### src/rtl/fractal_pkg.sv
// rtl/fractal_pkg.sv - shared state encoding, default sizes and coordinate type for the fractal scanner
package fractal_pkg;

    typedef enum logic [1:0] {
        ST_IDLE  = 2'd0,
        ST_SCAN  = 2'd1,
        ST_DRAIN = 2'd2,
        ST_DONE  = 2'd3
    } state_t;

    localparam int COORD_W_DEF      = 16;
    localparam int DIV_W_DEF        = 8;
    localparam int H_RES_DEF        = 640;
    localparam int V_RES_DEF        = 480;
    localparam int PIPE_LATENCY_DEF = 63;

    typedef logic [COORD_W_DEF-1:0] coord_t;

endpackage

### src/rtl/fractal_delay_line.sv
// rtl/fractal_delay_line.sv - fixed-depth shift register carrying {valid, address} alongside the iteration pipeline
module fractal_delay_line
    import fractal_pkg::*;
#(
    parameter int ADDR_W = 19,
    parameter int DEPTH  = PIPE_LATENCY_DEF
) (
    input  logic              clk,
    input  logic              clr,
    input  logic              in_valid,
    input  logic [ADDR_W-1:0] in_addr,
    output logic              out_valid,
    output logic [ADDR_W-1:0] out_addr
);

    logic [DEPTH-1:0]  vld_q, vld_d;
    logic [ADDR_W-1:0] addr_q [DEPTH];
    logic [ADDR_W-1:0] addr_d [DEPTH];

    always_comb begin
        vld_d[0]  = in_valid;
        addr_d[0] = in_addr;
        for (int i = 1; i < DEPTH; i++) begin
            vld_d[i]  = vld_q[i-1];
            addr_d[i] = addr_q[i-1];
        end
    end

    // Clearing the addresses too keeps wr_addr at 0 after reset, not just wr_en.
    always_ff @(posedge clk) begin
        if (clr) begin
            vld_q <= '0;
            for (int i = 0; i < DEPTH; i++) addr_q[i] <= '0;
        end else begin
            vld_q  <= vld_d;
            addr_q <= addr_d;
        end
    end

    assign out_valid = vld_q[DEPTH-1];
    assign out_addr  = addr_q[DEPTH-1];

endmodule

### src/rtl/fractal_scan_gen.sv
// rtl/fractal_scan_gen.sv - raster pixel scanner and write-back sequencer; FRACTAL_CONT_EN enables continuous rescan
module fractal_scan_gen
    import fractal_pkg::*;
#(
    parameter int COORD_W      = COORD_W_DEF,
    parameter int DIV_W        = DIV_W_DEF,
    parameter int H_RES        = H_RES_DEF,
    parameter int V_RES        = V_RES_DEF,
    parameter int PIPE_LATENCY = PIPE_LATENCY_DEF,
    parameter int ISSUE_DIV    = 6,
    parameter int ADDR_W       = 19
) (
    input  logic               Clk_100M,
    input  logic               reset,
    input  logic               start,
    input  logic [COORD_W-1:0] startX,
    input  logic [COORD_W-1:0] startY,
    input  logic [COORD_W-1:0] stepX,
    input  logic [COORD_W-1:0] stepY,
    output logic               px_valid,
    output logic [COORD_W-1:0] px_x,
    output logic [COORD_W-1:0] px_y,
    input  logic [DIV_W-1:0]   div_in,
    output logic               wr_en,
    output logic [ADDR_W-1:0]  wr_addr,
    output logic [DIV_W-1:0]   wr_data,
    output logic               busy,
    output logic               frame_done,
    output logic               display
);

    localparam int TOTAL = H_RES * V_RES;
    localparam int COL_W = $clog2(H_RES + 1);
    localparam int CNT_W = $clog2(ISSUE_DIV + 1);

    state_t             state_q, state_d;
    logic [COL_W-1:0]   col_q, col_d;
    logic [CNT_W-1:0]   cnt_q, cnt_d;
    logic [ADDR_W-1:0]  addr_q, addr_d;
    logic [COORD_W-1:0] px_x_q, px_x_d, px_y_q, px_y_d;
    logic [COORD_W-1:0] start_x_q, start_x_d, step_x_q, step_x_d, step_y_q, step_y_d;
    logic               px_valid_q, px_valid_d;
    logic               busy_q, busy_d, frame_done_q, frame_done_d, display_q, display_d;
    logic               auto_go, accept;

`ifdef FRACTAL_CONT_EN
    // Restart one cycle after frame_done, as if start were pulsed then.
    assign auto_go = (state_q == ST_DONE) && !frame_done_q;
`else
    assign auto_go = 1'b0;
`endif

    assign accept = ((state_q == ST_IDLE) || (state_q == ST_DONE)) && (start || auto_go);

    always_comb begin
        state_d      = state_q;
        col_d        = col_q;
        cnt_d        = cnt_q;
        addr_d       = addr_q;
        px_x_d       = px_x_q;
        px_y_d       = px_y_q;
        start_x_d    = start_x_q;
        step_x_d     = step_x_q;
        step_y_d     = step_y_q;
        px_valid_d   = 1'b0;
        busy_d       = busy_q;
        frame_done_d = 1'b0;
        display_d    = display_q;
        case (state_q)
            ST_IDLE, ST_DONE: begin
                if (accept) begin
                    // Pixel (0,0) is issued on the acceptance edge itself.
                    state_d    = (TOTAL == 1) ? ST_DRAIN : ST_SCAN;
                    px_valid_d = 1'b1;
                    px_x_d     = startX;
                    px_y_d     = startY;
                    start_x_d  = startX;
                    step_x_d   = stepX;
                    step_y_d   = stepY;
                    col_d      = '0;
                    cnt_d      = '0;
                    addr_d     = '0;
                    busy_d     = 1'b1;
`ifdef FRACTAL_CONT_EN
                    if (state_q == ST_IDLE) display_d = 1'b0;
`else
                    display_d  = 1'b0;
`endif
                end
            end
            ST_SCAN: begin
                if (cnt_q == CNT_W'(ISSUE_DIV - 1)) begin
                    cnt_d      = '0;
                    px_valid_d = 1'b1;
                    addr_d     = addr_q + ADDR_W'(1);
                    if (col_q == COL_W'(H_RES - 1)) begin
                        col_d  = '0;
                        px_x_d = start_x_q;
                        px_y_d = px_y_q + step_y_q;
                    end else begin
                        col_d  = col_q + COL_W'(1);
                        px_x_d = px_x_q + step_x_q;
                    end
                    if (addr_q == ADDR_W'(TOTAL - 2)) state_d = ST_DRAIN;
                end else begin
                    cnt_d = cnt_q + CNT_W'(1);
                end
            end
            ST_DRAIN: begin
                if (wr_en && (wr_addr == ADDR_W'(TOTAL - 1))) begin
                    state_d      = ST_DONE;
                    busy_d       = 1'b0;
                    frame_done_d = 1'b1;
                    display_d    = 1'b1;
                end
            end
            default: state_d = ST_IDLE;
        endcase
    end

    always_ff @(posedge Clk_100M) begin
        if (reset) begin
            state_q      <= ST_IDLE;
            col_q        <= '0;
            cnt_q        <= '0;
            addr_q       <= '0;
            px_x_q       <= '0;
            px_y_q       <= '0;
            start_x_q    <= '0;
            step_x_q     <= '0;
            step_y_q     <= '0;
            px_valid_q   <= 1'b0;
            busy_q       <= 1'b0;
            frame_done_q <= 1'b0;
            display_q    <= 1'b0;
        end else begin
            state_q      <= state_d;
            col_q        <= col_d;
            cnt_q        <= cnt_d;
            addr_q       <= addr_d;
            px_x_q       <= px_x_d;
            px_y_q       <= px_y_d;
            start_x_q    <= start_x_d;
            step_x_q     <= step_x_d;
            step_y_q     <= step_y_d;
            px_valid_q   <= px_valid_d;
            busy_q       <= busy_d;
            frame_done_q <= frame_done_d;
            display_q    <= display_d;
        end
    end

    fractal_delay_line #(
        .ADDR_W (ADDR_W),
        .DEPTH  (PIPE_LATENCY)
    ) u_delay (
        .clk       (Clk_100M),
        .clr       (reset),
        .in_valid  (px_valid_q),
        .in_addr   (addr_q),
        .out_valid (wr_en),
        .out_addr  (wr_addr)
    );

    assign px_valid   = px_valid_q;
    assign px_x       = px_x_q;
    assign px_y       = px_y_q;
    assign wr_data    = div_in;
    assign busy       = busy_q;
    assign frame_done = frame_done_q;
    assign display    = display_q;

endmodule
### config.mk
export PLATFORM = sky130hd
export DESIGN_NAME = fractal_scan_gen
export DESIGN_NICKNAME = d
export VERILOG_FILES = /design/src/rtl/fractal_pkg.sv /design/src/rtl/fractal_delay_line.sv /design/src/rtl/fractal_scan_gen.sv
export SDC_FILE = /design/constraint.sdc
export NUM_CORES = 2
export LEC_CHECK = 0
export BUFFER_PORTS_ARGS = -buffer_cell sky130_fd_sc_hd__buf_2
export CAP_MARGIN = 10
export CORE_MARGIN = 1.5
export CORE_UTILIZATION = 35
export CTS_CLUSTER_DIAMETER = 80
export DETAILED_ROUTE_END_ITERATION = 10
export GPL_TIMING_DRIVEN = 0
export SYNTH_ARGS = -nofsm -noshare
export SYNTH_HDL_FRONTEND = slang
export SYNTH_HIERARCHICAL = 1
export SYNTH_SLANG_ARGS = --single-unit
### constraint.sdc
create_clock -name Clk_100M -period 6.2 [get_ports Clk_100M]
set_input_delay 0.31 -clock Clk_100M [delete_from_list [all_inputs] [get_ports Clk_100M]]
set_output_delay 0.31 -clock Clk_100M [all_outputs]
set_load 0.01 [all_outputs]
Word level (Yosys, flattened, before mapping). Index checks and enable logic that the tools add are counted.

Register bits after elaboration: 1378. Output and inout bits: 64. Input bits: 75.

Eq/ne operators: 12. Mux-type cells: 33. Bitwise logic cells: 1. Reductions and logical operators: 14. $add $sub $neg: 5.

Operator list (count): two-way mux 16 bit (6); case mux 16 bit (2 select lines) (2); == test 19 bit, second input constant (2); two-way mux 19 bit (2); case mux 19 bit (2 select lines) (1); adder 16 bit (2); two-way mux 10 bit (3); case mux 10 bit (2 select lines) (1); adder 19 x 1 -> 19 bit, second input constant (1); adder 10 x 1 -> 10 bit, second input constant (1); == test 10 bit, second input constant (1); inequality test 2 bit, second input constant (5); two-way mux 2 bit (4); AND reduction 4 bit (2); two-way mux 1 bit (7); two-way mux 3 bit (2); case mux 1 bit (2 select lines) (3); case mux 2 bit (3 select lines) (1); case mux 3 bit (2 select lines) (1); AND reduction 3 bit (2); == test 2 bit, second input constant (2); AND reduction 2 bit (2); nonzero test 2 bit (2); OR reduction 2 bit (2); 7 further kinds (8).

Depth between registers and ports, before layout.
Depth in word-level cells: 5. Gate-level depth with buffers: 10. Mapped depth without buffers: 9.

By module. Netlist, hierarchy kept.

Modules (own cells, without submodules): fractal_delay_line (seq. area each 25224.2 µm², cells each 2660, area each 34480.6 µm², times used 1); fractal_scan_gen (seq. area each 2362.3 µm², cells each 807, area each 6412.4 µm², times used 1).

Least setup slack after synthesis. Ideal clock, no wire load.

Path kind: reg-to-reg. Start point: reg px_y_q[0] (netlist: px_y[0]). End point: reg px_y_q[12] (netlist: px_y[12]). Path slack: 3925 ps. Setup time: 91 ps. Arrival time: 2185 ps. Clock period less this slack: 2275 ps. Cell stages (with the launch flop): 10. Path through: dfxtp_1 > ha_1 > fa_1 > a211oi_1 > o211ai_1 > a41oi_2 > nor2b_1 > o21ai_1 > mux2i_1 > a311oi_1.

Cells in the longest elaborated chain, start to end: 4.

Ends and longest elaborated chain: from (decl) (RTL line fractal_scan_gen.sv:40) `logic [COORD_W-1:0] px_x_q, px_x_d, px_y_q, px_y_d;`; from (signal assigned) (RTL line fractal_scan_gen.sv:142) `px_y_q <= px_y_d;`; adder 16 bit (RTL line fractal_scan_gen.sv:99) `px_y_d = px_y_q + step_y_q;`; two-way mux 16 bit (RTL line fractal_scan_gen.sv:96) `if (col_q == COL_W'(H_RES - 1)) begin`; two-way mux 16 bit (RTL line fractal_scan_gen.sv:92) `if (cnt_q == CNT_W'(ISSUE_DIV - 1)) begin`; case mux 16 bit (2 select lines) (RTL line fractal_scan_gen.sv:69) `case (state_q)`.

No other way between the ends. The select of a mux whose other input is x is not followed. A chain may end at the register's enable or synchronous reset.

Worst setup path after layout.
Start point: reg state_q[0]. End point: reg px_x_q[10] (netlist: px_x[10]).

Cells in the longest elaborated chain, start to end: 5. Elaborated cells on any way between the ends: 11. Classes of those cells: eq/ne (4); mux (1); reduce/logical (6).

Ends and longest elaborated chain: from (decl) (RTL line fractal_scan_gen.sv:36) `state_t state_q, state_d;`; from (signal assigned) (RTL line fractal_scan_gen.sv:137) `state_q <= state_d;`; == test 2 bit or zero test 2 bit (tied branches) (RTL line fractal_scan_gen.sv:53, fractal_scan_gen.sv:69); logical OR 1 bit (RTL line fractal_scan_gen.sv:53) `assign accept = ((state_q == ST_IDLE) || (state_q == ST_DONE)) && (start || auto_go);`; logical AND 1 bit (RTL line fractal_scan_gen.sv:53); inequality test 2 bit (no source line); AND reduction 3 bit (no source line); to (signal assigned) (RTL line fractal_scan_gen.sv:141) `px_x_q <= px_x_d;`; to (decl) (RTL line fractal_scan_gen.sv:40).

Several ways; a longest one is shown, not always the timed one.

==> metrics.txt <==
Sinks on Clock Net=1378; Mapped Cells=~3500; peak supply drop=0.2621 mV; number of remaining DRC errors=0; wire length per cell=11.78 um; maximum number of buffers from clock root to sink=3; Post-CTS Setup Inserts=0; global-route wire length before repair=104800 um; Synth Flop Type=sky130_fd_sc_hd__dfxtp_1; P per Cell Area=between 300 and 400 nW/um2; final worst path period share=45.42%; Cell Chain, Critical Path=inv_1 > ha_1 > and2b_1 > a211oi_4 > clkbuf_1 > o311ai_0 > a21oi_1; clock period minus worst slack=2.816 ns; most frequent cells after synthesis=1378 x sky130_fd_sc_hd__dfxtp_1, 906 x sky130_fd_sc_hd__nor2b_1, 363 x sky130_fd_sc_hd__and2b_1, 151 x sky130_fd_sc_hd__nand2_1, 114 x sky130_fd_sc_hd__clkbuf_1; pin count of the biggest net entering global routing=17; final antenna-violating net count=0; worst-margin pin slew=0.8117 ns; largest delay contributor family on the critical path=compound AO/OA/AOI/OAI gates; data arrival time of the worst path=3.45 ns; async set or reset register ratio after synthesis=0%; clock tree from TritonCTS=yes; First-pass DRT Iterations=5; final setup violating endpoints=0; leading post-synthesis cells by cell area=sky130_fd_sc_hd__dfxtp_1 67%, sky130_fd_sc_hd__nor2b_1 14%, sky130_fd_sc_hd__and2b_1 6.7%, sky130_fd_sc_hd__nand2_1 1.4%, sky130_fd_sc_hd__buf_6 1.4%; Sum Neg Setup Slack=0 ns; total placed cells including tap cells=approximately 5000; RD Place Congestion=0.8247; GRT Overall Usage=10.91%; Clk pin slew, worst setup/hold paths=0.06 ns; Std-Cell Core Area=116000 um2; initial antenna violation count=7; worst setup path class=register to register; largest area contributor in the synthesized netlist=sky130_fd_sc_hd__dfxtp_1; Overflow after GRT=0; CTS buffer count=around 140; number of flops mapped to enable cells by yosys=0; number of placement rows=125; class of the worst hold path=primary input to register; number of violations reported at the end of detailed-routing iteration 0=816; H-tree depth=4; final hold violations=0; Avg Cell Area, Syn=11.79 um2; max frequency=0.3551 GHz; quantity of I/O buffers inserted on ports=130; post-DP HPWL=between 40000 and 50000 um; placed standard-cell area=about 43000 um2; routing usage on met1=13.24%; routed vias=roughly 22000; post-route cell area=around 50000 um2; Avg Vias per Cell=slightly above 4; Die H=344.8 um; met2 track utilization from global routing=18.28%; count of cell types in the netlist=54; Synth warnings=6; max-cap violations=0; most instantiated library cell after synthesis=sky130_fd_sc_hd__dfxtp_1; starting density of the core=35.24%; proportion of netlist area held by the largest area contributor=around two thirds; later-pin clock latency in the skew report=0.72 ns; max-slew violation total from the final report=0; Final nets=a little under 4000; layer with the highest usage=met2; number of fill cells=10910; crit path buf inv count=2; met3 track utilization from global routing=about 2.4%; fraction of layout instances using a drive strength above 1=between 10% and 20%; via count of the first global-routing pass=21560; delay contributed by the slowest stage of the critical path=0.63 ns; slowest CP cell=sky130_fd_sc_hd__clkbuf_1; headroom to the max-slew limit=45.89%; static leakage power=0.02065 uW; root buffer cell=sky130_fd_sc_hd__clkbuf_16; status=completed; area enclosed by the die boundary=118900 um2; CP startpoint kind=register; final wirelength=63990 um; sequential area share after synthesis=67.46%; final worst clock skew=0.02034 ns; maximum fanout along the worst path=10; WP data required=6.83 ns; nets in the synthesized netlist=~3600; area of the mapped netlist=40890 um2; growth of design area from synthesis to finish=19.10%; Die Span X=344.8 um; filler-free cell count of the finished design=5432; kind of end point of the critical path=register; Seq cells post-synth=1378; RSZ-0062 raised after global routing=false; number of top-level pins=139
[registers in the layout, summed over array words and instances, names as in the netlist]
| signal | count |
|---|---|
| u_delay/addr_d | 1178 |
| busy | 1 |
| cnt_q | 3 |
| state_q | 2 |
| step_x_q | 16 |
| u_delay/vld_q | 63 |
| px_y | 16 |
| display | 1 |
| px_valid | 1 |
| col_q | 10 |
| u_delay/out_addr | 19 |
| start_x_q | 16 |
| frame_done | 1 |
| px_x | 16 |
| step_y_q | 16 |
| addr_q | 19 |
[power by group]
part | internal (uW) | switching (uW) | total, uW
Combinational | 735 | 1280 | 2010
Clock | 4900 | 3330 | 8220
Sequential | 9050 | 180 | 9230
Total | 14700 | 4790 | 19500
[final timing paths]
path / start / to / slack (ns) / depth (start not counted)
setup / recovery: state_q[0]$_SDFFE_PP0P_ / px_x[10]$_SDFFE_PP0P_ / 3.38 / 7
hold reg to reg: u_delay/addr_d[508]$_SDFF_PP0_ / u_delay/addr_d[489]$_SDFF_PP0_ / 0.41 / 1
hold / removal: startY[9] / px_y[9]$_SDFFE_PP0P_ / 0.08 / 4
setup reg to reg: state_q[0]$_SDFFE_PP0P_ / px_x[10]$_SDFFE_PP0P_ / 3.38 / 7
[cell families (layout without fill, tap and decap cells)]
kind of cell             after synthesis  count (layout)  synth area share [%]
multiplexers                          14              14                0.3427
AND/OR/NAND/NOR                     1582            1582                 23.93
flip-flops                          1378            1378                 67.46
other                                  0               1                     0
XOR/XNOR                              51              51                 1.092
adder cells (fa/ha/maj)               38              38                 1.199
buffers and inverters                199             639                 2.916
AO/OA/AOI/OAI                        205             205                 3.057
[layout make-up]
type | instances | area, um2 | share of cell area (%)
Multi-Input combinational cell | 1890 | 12110 | 24.87
Clock buffer | 210 | 4139 | 8.498
Timing Repair Buffer | 191 | 1261 | 2.590
Antenna cell | 1 | 2.502 | 0.005138
Sequential cell | 1378 | 27590 | 56.64
Clock inverter | 39 | 500.5 | 1.028
Inverter | 9 | 33.78 | 0.06936
Buffer | 190 | 1159 | 2.379
Tap cell | 1524 | 1907 | 3.915
[layout by cell type, fill, tap and decap left out, types with 13 or more instances in the layout]
cell type                       instances
sky130_fd_sc_hd__dfxtp_1             1378
sky130_fd_sc_hd__clkinv_2              17
sky130_fd_sc_hd__o21ai_0               22
sky130_fd_sc_hd__nand4_1               13
sky130_fd_sc_hd__a211oi_1              24
sky130_fd_sc_hd__nor2_1                81
sky130_fd_sc_hd__nor2b_1              906
sky130_fd_sc_hd__a21oi_1              102
sky130_fd_sc_hd__buf_4                 15
sky130_fd_sc_hd__xnor2_1               20
sky130_fd_sc_hd__clkbuf_16            142
sky130_fd_sc_hd__buf_6                 50
sky130_fd_sc_hd__and2b_1              363
sky130_fd_sc_hd__mux2i_1               14
sky130_fd_sc_hd__xor2_1                31
sky130_fd_sc_hd__dlygate4sd3_1         61
sky130_fd_sc_hd__a21o_1                13
sky130_fd_sc_hd__nand2_1              151
sky130_fd_sc_hd__ha_1                  36
sky130_fd_sc_hd__nand3_1               19
sky130_fd_sc_hd__buf_2                141
sky130_fd_sc_hd__clkbuf_1             149
sky130_fd_sc_hd__clkbuf_8              33
[metrics by stage]
step                hold slack (ns)  power [uW]  setup WS, ns  util [%]
global route                 0.1127       20330         3.136     41.97
floorplan                    0.4109       10730         3.925         -
finish                      0.08423       19470         3.384     41.97
global placement             0.4128       11370         3.369     37.44
detailed placement           0.4176       11390         3.373     37.44
CTS                         0.02208       19710         3.350     41.97
[metal layers]
layer	part of all wire, %	vias to the layer above	wire, um
li1	-	11500	-
met1	46	10320	29360
met2	47	331	29980
met3	3.8	165	2429
met4	3.5	0	2224
met5	0	-	0
[repair_timing]
action / CTS / global route
endpoints found under the setup margin: 0 / 0
hold buffers: 61 / 0
endpoints found under the hold margin: 68 / 0
gates resized for setup: 0 / 0
[worst register-to-register path, cell delays in order (launching register included)]
cell                       delay, ns
sky130_fd_sc_hd__dfxtp_1        0.38
sky130_fd_sc_hd__inv_1          0.06
sky130_fd_sc_hd__ha_1           0.40
sky130_fd_sc_hd__and2b_1        0.27
sky130_fd_sc_hd__a211oi_4       0.50
sky130_fd_sc_hd__clkbuf_1       0.64
sky130_fd_sc_hd__o311ai_0       0.29
sky130_fd_sc_hd__a21oi_1        0.20
Power figures use the tool's default switching activity.
